## src/rtl/ctrlr_poll_pkg.sv

```systemverilog
// Shared definitions for the controller poller: slot addresses, FSM encodings,
// button bit positions and the read-word packing helper.
package ctrlr_poll_pkg;

  localparam int DATAWIDTH = 16;

  localparam logic [15:0] STATE_CTRLR0 = 16'hFFF0;
  localparam logic [15:0] STATE_CTRLR1 = 16'hFFF1;
  localparam logic [15:0] STATE_CTRLR2 = 16'hFFF2;
  localparam logic [15:0] STATE_CTRLR3 = 16'hFFF3;

  typedef enum logic [2:0] {
    CP_IDLE   = 3'd0,
    CP_LATCH  = 3'd1,
    CP_BIT_LO = 3'd2,
    CP_BIT_HI = 3'd3,
    CP_COMMIT = 3'd4
  } cp_state_e;

  localparam int BTN_A      = 0;
  localparam int BTN_B      = 1;
  localparam int BTN_SELECT = 2;
  localparam int BTN_START  = 3;
  localparam int BTN_UP     = 4;
  localparam int BTN_DOWN   = 5;
  localparam int BTN_LEFT   = 6;
  localparam int BTN_RIGHT  = 7;

  typedef logic [7:0] btn_t;

  function automatic logic [DATAWIDTH-1:0] read_word(input logic fresh, input btn_t btns);
    return {{(DATAWIDTH-9){1'b0}}, fresh, btns};
  endfunction

endpackage

```

## src/rtl/ctrlr_poll_tick_gen.sv

```systemverilog
// Free-running divider: one-cycle tick every TICK_DIV clocks, on counter wrap.
module tick_gen #(
  parameter int TICK_DIV = 300
) (
  input  logic clk,
  input  logic rst_n,
  output logic tick
);

  localparam int CW = $clog2(TICK_DIV);

  logic [CW-1:0] r_cnt;
  logic          w_wrap;

  assign w_wrap = (r_cnt == CW'(TICK_DIV - 1));
  assign tick   = w_wrap;

  always_ff @(posedge clk or negedge rst_n) begin
    if (!rst_n) begin
      r_cnt <= '0;
    end else if (w_wrap) begin
      r_cnt <= '0;
    end else begin
      r_cnt <= r_cnt + 1'b1;
    end
  end

endmodule

```

## src/rtl/ctrlr_poll.sv

```systemverilog
// Polls four NES-style pads over a shared latch/clock bus and serves the
// committed button words (plus a per-pad fresh flag) to the memory controller.
module ctrlr_poll
  import ctrlr_poll_pkg::*;
#(
  parameter int TICK_DIV   = 300,
  parameter int POLL_TICKS = 2700
) (
  input  logic                 clk,
  input  logic                 rst_n,
  input  logic                 ctrlr_re,
  input  logic [1:0]           addr_ctrlr,
  output logic [DATAWIDTH-1:0] din_ctrlrs,
  output logic                 ctrl_latch,
  output logic                 ctrl_clk,
  input  logic [3:0]           ctrl_data
);

  localparam int ICW = $clog2(POLL_TICKS + 1);

  logic            w_tick;
  logic [3:0]      r_sync1, r_sync2;
  cp_state_e       r_state, w_state_nxt;
  logic [ICW-1:0]  r_idle_cnt;
  logic            r_latch_ph;
  logic [2:0]      r_bit_idx;
  logic [7:0][3:0] r_shift_t;   // indexed [bit][pad] so one sample writes all pads
  logic [3:0][7:0] w_scan;
  logic [3:0][7:0] r_btns;
  logic [3:0]      r_fresh;
  logic            r_ctrl_latch, r_ctrl_clk;
  logic            w_latch_nxt, w_clk_nxt;

  tick_gen #(.TICK_DIV(TICK_DIV)) u_tick (
    .clk   (clk),
    .rst_n (rst_n),
    .tick  (w_tick)
  );

  always_ff @(posedge clk or negedge rst_n) begin
    if (!rst_n) begin
      r_sync1 <= '0;
      r_sync2 <= '0;
    end else begin
      r_sync1 <= ctrl_data;
      r_sync2 <= r_sync1;
    end
  end

  always_ff @(posedge clk or negedge rst_n) begin
    if (!rst_n) begin
      r_state      <= CP_IDLE;
      r_ctrl_latch <= 1'b0;
      r_ctrl_clk   <= 1'b0;
    end else begin
      r_state      <= w_state_nxt;
      r_ctrl_latch <= w_latch_nxt;
      r_ctrl_clk   <= w_clk_nxt;
    end
  end

  always_comb begin
    w_state_nxt = r_state;
    unique case (r_state)
      CP_IDLE:   if (w_tick && r_idle_cnt == ICW'(POLL_TICKS - 1)) w_state_nxt = CP_LATCH;
      CP_LATCH:  if (w_tick && r_latch_ph) w_state_nxt = CP_BIT_LO;
      CP_BIT_LO: if (w_tick) w_state_nxt = (r_bit_idx == 3'd7) ? CP_COMMIT : CP_BIT_HI;
      CP_BIT_HI: if (w_tick) w_state_nxt = CP_BIT_LO;
      CP_COMMIT: w_state_nxt = CP_IDLE;
      default:   w_state_nxt = CP_IDLE;
    endcase
  end

  // Bus levels decoded from the next state and registered, so they move only on tick edges.
  always_comb begin
    w_latch_nxt = (w_state_nxt == CP_LATCH);
    w_clk_nxt   = (w_state_nxt == CP_BIT_HI);
  end

  always_ff @(posedge clk or negedge rst_n) begin
    if (!rst_n) begin
      r_idle_cnt <= '0;
      r_latch_ph <= 1'b0;
      r_bit_idx  <= '0;
      r_shift_t  <= '0;
    end else begin
      if (r_state != CP_IDLE) r_idle_cnt <= '0;
      else if (w_tick)        r_idle_cnt <= r_idle_cnt + 1'b1;

      if (r_state != CP_LATCH) r_latch_ph <= 1'b0;
      else if (w_tick)         r_latch_ph <= ~r_latch_ph;

      if (r_state == CP_LATCH)                r_bit_idx <= '0;
      else if (r_state == CP_BIT_HI && w_tick) r_bit_idx <= r_bit_idx + 1'b1;

      if (r_state == CP_BIT_LO && w_tick) r_shift_t[r_bit_idx] <= ~r_sync2;
    end
  end

  for (genvar p = 0; p < 4; p++) begin : g_pad
    for (genvar b = 0; b < 8; b++) begin : g_bit
      assign w_scan[p][b] = r_shift_t[b][p];
    end
  end

  // A commit in the same cycle as a read keeps the flag set.
  always_ff @(posedge clk or negedge rst_n) begin
    if (!rst_n) begin
      r_btns  <= '0;
      r_fresh <= '0;
    end else if (r_state == CP_COMMIT) begin
      r_btns  <= w_scan;
      r_fresh <= 4'hF;
    end else if (ctrlr_re) begin
      r_fresh[addr_ctrlr] <= 1'b0;
    end
  end

  assign din_ctrlrs = read_word(r_fresh[addr_ctrlr], r_btns[addr_ctrlr]);
  assign ctrl_latch = r_ctrl_latch;
  assign ctrl_clk   = r_ctrl_clk;

endmodule

```

## config.mk

```make
export PLATFORM = sky130hd
export DESIGN_NAME = ctrlr_poll
export DESIGN_NICKNAME = d
export VERILOG_FILES = /design/src/rtl/ctrlr_poll_pkg.sv /design/src/rtl/ctrlr_poll_tick_gen.sv /design/src/rtl/ctrlr_poll.sv
export SDC_FILE = /design/constraint.sdc
export NUM_CORES = 1
export LEC_CHECK = 0
export CELL_PAD_IN_SITES_DETAIL_PLACEMENT = 0
export CELL_PAD_IN_SITES_GLOBAL_PLACEMENT = 1
export CORE_ASPECT_RATIO = 0.6
export CORE_MARGIN = 5
export CORE_UTILIZATION = 52
export CTS_BUF_LIST = sky130_fd_sc_hd__clkbuf_2
export CTS_CLUSTER_DIAMETER = 40
export DETAILED_ROUTE_END_ITERATION = 7
export PLACE_DENSITY = 0.95
export SKIP_CTS_REPAIR_TIMING = 1
export SLEW_MARGIN = 30
export SYNTH_ARGS = -nofsm -noshare
export SYNTH_HDL_FRONTEND = slang
export SYNTH_SLANG_ARGS = --single-unit
```

## constraint.sdc

```tcl
create_clock -name clk -period 4 [get_ports clk]
set_clock_uncertainty 0.1 [all_clocks]
set_input_delay 1.2 -clock clk [delete_from_list [all_inputs] [get_ports clk]]
set_output_delay 1.2 -clock clk [all_outputs]
set_load 0.005 [all_outputs]
```

### Word level (Yosys, flattened, before mapping)

Index checks and enable logic that the tools add are counted.

* flip-flop bits (word level): 106
* bits in latches: 0
* memory bits (writable): 0
* ROM bits: 0
* input bits: 9
* output and inout bits: 18
* logic and storage cells: 79
* memories: 0

* add/sub/neg operators: 3
* $mul: 0
* divide/modulo/power cells: 0
* order comparisons: 4
* equal/unequal tests: 10
* shifts and indexed selects: 0
* muxes and demuxes: 24
* bitwise logic cells: 4
* reductions and logical operators: 12

Operator list (count)
* $bwmux 32: 1
* $mux 12: 2
* $mux 3: 7
* $bmux 8 s2: 1
* $add 12x1->12 const B: 1
* $demux 4 s3: 1
* $eq 12x12->1 const B: 1
* $mux 4: 3
* $pmux 3 s4: 1
* $add 9x1->9 const B: 1
* $eq 3x2->1 const B: 3
* $eq 9x9->1 const B: 1
* $mux 9: 1
* $mux 8: 1
* $not 4->4: 2
* $reduce_bool 2->1: 4
* $eq 3x1->1 const B: 2
* $eq 3x3->1 const B: 2
* $logic_and 1x1->1: 6
* $and 4x4->4: 1
* $lt 3x4->1 const B: 1
* $mux 1: 4
* $add 3x1->3 const B: 1
* $ge 3x1->1 const B: 1
* 8 further kinds: 8

### Depth between registers and ports, before layout

Gate-level depths: netlist of run 1.

* depth after elaboration: 8
* mapped depth: 7
* gate-level depth less buffers: 5

### Modules after synthesis

From an unflattened synthesis of run 1, not the netlist that was laid out.

* cells, all modules: 375
* area total of the unflattened synthesis: 4685.7 um2

Modules (own cells, without submodules)
* ctrlr_poll: times used 1, cells an instance 334, area each 4229.1 um2, sequential area each 2427.3 um2
* tick_gen: times used 1, cells an instance 41, area each 456.7 um2, sequential area each 225.2 um2

### Worst setup path after synthesis of run 1

No wires, ideal clock.

* kind: input port to output port
* start point: in addr_ctrlr[0]
* end point: out din_ctrlrs[0]
* data arrival time: 2222 ps
* required time: 2700 ps
* slack: 478 ps
* stages: 2
* buffers on the path: 1
* cells stage by stage: buf_1 -> mux4_2

* cells in the longest elaborated chain, start to end: 2

Ends and longest elaborated chain
* start: declaration: line ctrlr_poll.sv:12 `input logic [1:0] addr_ctrlr,`
* $bmux 8 s2: line ctrlr_poll.sv:119 `assign din_ctrlrs = read_word(r_fresh[addr_ctrlr], r_btns[addr_ctrlr]);`
* $mux 8 (not written as such): line ctrlr_poll.sv:119
* end: declaration: line ctrlr_poll.sv:13 `output logic [DATAWIDTH-1:0] din_ctrlrs,`

Every way passes these cells. The select of a mux whose other input is x is not followed.

### Worst setup path in the final report of run 1

* start point: in addr_ctrlr[1]
* end point: out din_ctrlrs[0]

The elaborated chain is that of the path after synthesis.

==> results of run 1 <==
## sequential cells by signal (all words and copies together) (netlist names), 3 cells and up
signal        cells
r_fresh           4
r_state           3
r_sync1           4
r_btns           32
r_sync2           4
r_bit_idx         3
u_tick.r_cnt      9
r_idle_cnt       12
r_shift_t        32
## worst paths after layout
kind | slack [ps] | from | endpoint | cells after the start
worst min-delay path | 270 | r_sync1[3] | r_sync2[3] | 0
min in group asynchronous | 400 | rst_n | u_tick.r_cnt[1] | 1
max in group asynchronous | 2660 | rst_n | r_btns[31] | 2
worst min register to register | 270 | r_sync1[3] | r_sync2[3] | 0
worst max register to register | 1400 | u_tick.r_cnt[0] | r_shift_t[14] | 5
worst max-delay path | 80 | addr_ctrlr[1] | din_ctrlrs[0] | 4
## through the flow
step / setup TNS, ps / std cells / setup slack (ps) / power [µW] / hold slack (ps)
global placement: -1190 / 568 / -175 / 1150 / 234
finish: 0 / 586 / 84.6 / 1690 / 267
detailed placement: -1260 / 568 / -184 / 1150 / 240
CTS: -1320 / 584 / -197 / 1700 / 288
global route: 0 / 586 / 30.2 / 1760 / 273
floorplan: 0 / 460 / 478 / 1110 / 231
## layer usage
metal / GRT usage [%] / vias up
li1: - / 1570
met1: 28.0 / 1652
met2: 26.2 / 80
met3: 4.71 / 7
met4: 4.01 / 0
met5: 0 / -
## final cells by class
cell class	count	area (µm²)
Clock buffer	10	50.0
Clock inverter	6	90.1
Fill cell	705	3490
Multi-Input combinational cell	324	1830
Sequential cell	106	2650
Timing Repair Buffer	24	285
Tap cell	112	140
Inverter	4	15.0
## where the power goes
part	switching (µW)	internal, µW
sequential	7.03	1080
combinational	31.1	18.9
clock	340	211
total	378	1310
## logic make-up after synthesis
group	synth area share, %
buf+inv	3.05
simple gates	23.9
compound gates	6.76
mux	4.66
xor+xnor	2.67
fa+ha+maj	1.09
other cells	0.0816
flops	57.7
## cells in the final DEF (no fill, tap or decap), types with 3 or more instances in the layout
| master | Yosys | final |
|---|---|---|
| or4_1 | 4 | 4 |
| clkdlybuf4s50_1 | 0 | 16 |
| a21oi_1 | 8 | 8 |
| nand4_1 | 11 | 11 |
| mux4_2 | 9 | 9 |
| ha_1 | 4 | 4 |
| xnor2_1 | 11 | 11 |
| or3_1 | 3 | 3 |
| clkbuf_2 | 0 | 10 |
| and3_1 | 4 | 4 |
| and3b_1 | 3 | 3 |
| inv_1 | 4 | 4 |
| nor3_1 | 7 | 7 |
| nor4_1 | 8 | 8 |
| nand3_1 | 10 | 10 |
| dfrtp_1 | 106 | 106 |
| nor3b_1 | 6 | 5 |
| xor2_1 | 3 | 3 |
| o21ai_0 | 39 | 39 |
| nor2_1 | 14 | 14 |
| conb_1 | 1 | 7 |
| nand2_1 | 147 | 146 |
| buf_12 | 0 | 3 |
| a22o_1 | 5 | 5 |
==> results.cfg, run 1 <==
[status]
outcome = completed

[worst_setup_path]
slowest_delay_ps = 510
cp.required_ps = 2700
crit_family = buffers and inverters
crit_fanout = 12
cp.buffers_inverters = 3
endpoint_kind = primary output
arrival_ps = 2620
path_class = primary input to primary output
slowest_stage = clkdlybuf4s50_1
crit_chain = clkdlybuf4s50_1 -> buf_12 -> mux4_2 -> clkdlybuf4s50_1
crit_top_cell = clkdlybuf4s50_1
cp-start-kind = primary input

[floorplan]
design.die.area_um2 = 10900
ioPinCount = 27
dieHeight_um = 82.8
die_w_um = 131
core_area_um2 = 8560
start_util_pct = 53.7
rows = 26

[timing]
slew_headroom_pct = 50.3
slew_viol_final = 0
hold_viol_final = 0
fin_crit_sh_pct = 97.9
tightestPinTransition_ps = 739
period_needed_ps = 3920
fmax_ghz = 0.255
finalSetupViolations = 0
rsz0062_at_grt = no

[grt]
grt_max_degree = 76
grt_pass1_wl_mm = 16.4
grt_antenna_before_repair = 0
grt_pass1_vias = 3287
grt-ovfl-total = 0
track_usage_pct = 18.3

[logic_synthesis]
synth_area_leader_cell = dfrtp_1
synth-seq-cells = 106
synthTopCellsByArea = dfrtp_1 (58%), nand2_1 (12%), mux4_2 (4.4%)
synth.distinct_cells = 41
ys_warn_count = 0
synth.most_common_cell = nand2_1
netlist_instances = 454
synth_edf_count = 0
yosys-top-cells-count = nand2_1 (147), dfrtp_1 (106), o21ai_0 (39)
netlist_area_um2 = 4590
yosysTopAreaCellShare_pct = 57.7
ys.flop_type = dfrtp_1
syn-mean-instance-area_um2 = 10.1
yosysSeqAreaShare_pct = 57.7
async_reset_ff_share_pct = 100

[place]
dp_hpwl_mm = 6.22
post_dp_cell_area_um2 = 4880
gp_congestion = 0.783
placement.io_buffers = 19

[final_layout]
final_util_pct = 59.2
fin_area_um2 = 5060
nNetsFinal = 482
area_delta_synth_final_pct = 10.3
antennaDiodeCount = 0
drive_gt1_share_pct = 8.44

[run]
cap_violations = 0

[detailed_routing]
wl_met2_mm = 4.06
viasPerCell = 5.65
wl_per_cell_um = 15.8
drc = 0
via_count = 3309
wirelength_mm = 9.28
wl_met3_um = 500
postRouteAntennaNets = 0
drt-pass1-iter-count = 5
top_layer = met4
drtIter0Drc = 276
wl_met1_mm = 4.65

[power]
power_density_nw_per_um2 = 333
ir_worst_vdd_uv = 203
power.leakage_uw = 0.00240

[clock_tree]
cts_made_buffers = 9
cts_tree = yes
cts_max_level = 3
clk_latency_ps = 570
root_buffer = clkbuf_2
cts_sinks = 106
clk_pin_slew_ps = 260
cts.path.max_buffers = 2

[min_path]
min_path_type = register to register
Note: power is estimated with default switching activity, not from simulation.
==> inputs of run 2 (changes only) <==
--- a/config.mk
+++ b/config.mk
@@ -12,8 +12,9 @@
 export CORE_UTILIZATION = 52
 export CTS_BUF_LIST = sky130_fd_sc_hd__clkbuf_2
 export CTS_CLUSTER_DIAMETER = 40
+export CTS_CLUSTER_SIZE = 28
 export DETAILED_ROUTE_END_ITERATION = 7
-export PLACE_DENSITY = 0.95
+export PLACE_DENSITY_LB_ADDON = 0.05
 export SKIP_CTS_REPAIR_TIMING = 1
 export SLEW_MARGIN = 30
 export SYNTH_ARGS = -nofsm -noshare
==> results.cfg, run 2 (synthesized netlist as in run 1, its figures left out) <==
[detailed_routing]
drt-pass1-iter-count = 4
postRouteAntennaNets = 0
wirelength_mm = 9.65
drtIter0Drc = 264
viasPerCell = 5.57
via_count = 3257
drc = 0
wl_per_cell_um = 16.5

[grt]
grt_max_degree = 64
grt_pass1_wl_mm = 16.5
grt_pass1_vias = 3260
grt-ovfl-total = 0
grt_antenna_before_repair = 0
track_usage_pct = 18.8

[floorplan]
die_w_um = 131
dieHeight_um = 82.8
core_area_um2 = 8560
rows = 26
ioPinCount = 27
start_util_pct = 53.7
design.die.area_um2 = 10900

[status]
outcome = completed

[worst_setup_path]
rr_worst_depth = 5
reg2reg_to = r_shift_t[14]
rr_startpoint = u_tick.r_cnt[0]
cp-start-kind = primary input
r2r_slack_ps = 1440
arrival_ps = 2650
endpoint_kind = primary output
cp.required_ps = 2700
crit_start = addr_ctrlr[1]
crit_fanout = 12
path_class = primary input to primary output

[final_layout]
area_delta_synth_final_pct = 9.15
antennaDiodeCount = 0
nNetsFinal = 482
drive_gt1_share_pct = 7.61
stdcell_count = 585
final_util_pct = 58.6
reg.largest.list = r_btns x32, r_shift_t x32, r_idle_cnt x12
layout_common_cells = nand2_1 (147), dfrtp_1 (106), o21ai_0 (39)
mostFrequentLayoutCell = nand2_1

[power]
netSwitchingPower_uw = 365
p_comb_share_pct = 3.1
switching_share_pct = 22.8
ir_worst_vdd_uv = 192
power_density_nw_per_um2 = 320
pwr-share-seq_pct = 67.6
power.internal_uw = 1240
power.leakage_uw = 0.00236
p_clk_share_pct = 29.3

[clock_tree]
cts_max_level = 3
cts_tree = yes
clk_latency_ps = 570
clk_pin_slew_ps = 220
cts_made_buffers = 9
cts_sinks = 106
root_buffer = clkbuf_2
cts.path.max_buffers = 2

[min_path]
min_path_cells = 0
min_path_type = register to register
worstHoldStart = r_sync1[2]
min_to = r_sync2[2]

[timing]
fmax_ghz = 0.253
period_needed_ps = 3950
slew_headroom_pct = 38.9
finalSetupViolations = 0
fin_crit_sh_pct = 98.6
hold_viol_final = 0
rsz0062_at_grt = no
tightestPinTransition_ps = 914
slew_viol_final = 0

[place]
dp_hpwl_mm = 6.49
gp_congestion = 0.761
post-place-cells = 569
placement.io_buffers = 19

[run]
cap_violations = 0
run 2: cell count changes in the layout (fill, tap and decap cells not counted):
cell,before,now
clkinv_1,0,1
nand2_1,146,147
clkinv_2,1,2
nor3b_1,5,6
dlymetal6s2s_1,2,1
clkinvlp_4,1,0
bufinv_16,2,1
clkdlybuf4s50_1,16,17
nand2_2,1,0
clkbuf_2,10,11
inv_6,1,0
clkinv_4,1,0
nor3b_2,1,0
run 2: through the flow:
stage          setup slack (ps)  setup TNS (ps)  hold slack [ps]  power [µW]  area, µm²
2_1_floorplan               478               0              231        1110       4620
5_1_grt                    8.18               0              289        1670       5010
6_report                   54.6               0              279        1600       5010
3_3_place_gp               -160           -1220              233        1150       4890
4_1_cts                    -181           -1410              284        1620       4990
3_5_place_dp               -175           -1340              235        1150       4890
run 2: critical path: stages:
cell	delay, ps
clkdlybuf4s50_1	510
buf_12	160
mux4_2	300
clkdlybuf4s50_1	470
run 2: worst max path at each step:
stage / end / slack, ps / cells after the start
finish: din_ctrlrs[4] / 50 / 4
global route: din_ctrlrs[3] / 8 / 4
detailed placement: din_ctrlrs[4] / -180 / 4
floorplan: din_ctrlrs[0] / 480 / 2
global placement: din_ctrlrs[3] / -160 / 4
CTS: din_ctrlrs[4] / -180 / 4
run 2: final cells by class:
class,instances,area [µm²]
clock buffer,11,55.1
inverter,4,15.0
sequential,106,2650
fill,741,3540
clock inverter,4,43.8
multi-input combinational,324,1820
tap,112,140
timing repair buffer,24,283
run 2: power by group through the flow:
| stage | Sequential, µW | Combinational, µW | Clock, µW |
|---|---|---|---|
| final | 1090 | 49.1 | 470 |
| after detailed placement | 1100 | 48.4 | 0 |
| after floorplan | 1100 | 14.3 | 0 |
| after global routing | 1090 | 56.6 | 529 |
| after global placement | 1100 | 47.7 | 0 |
| after CTS | 1090 | 48.7 | 487 |
run 2: metal layers:
metal | vias to the layer above | global-route usage, % | wire (µm)
met2 | 101 | 24.9 | 3940
met4 | 0 | 5.88 | 125
met3 | 11 | 5.13 | 674
met5 | - | 0 | 0
met1 | 1581 | 29.7 | 4910
li1 | 1564 | - | -
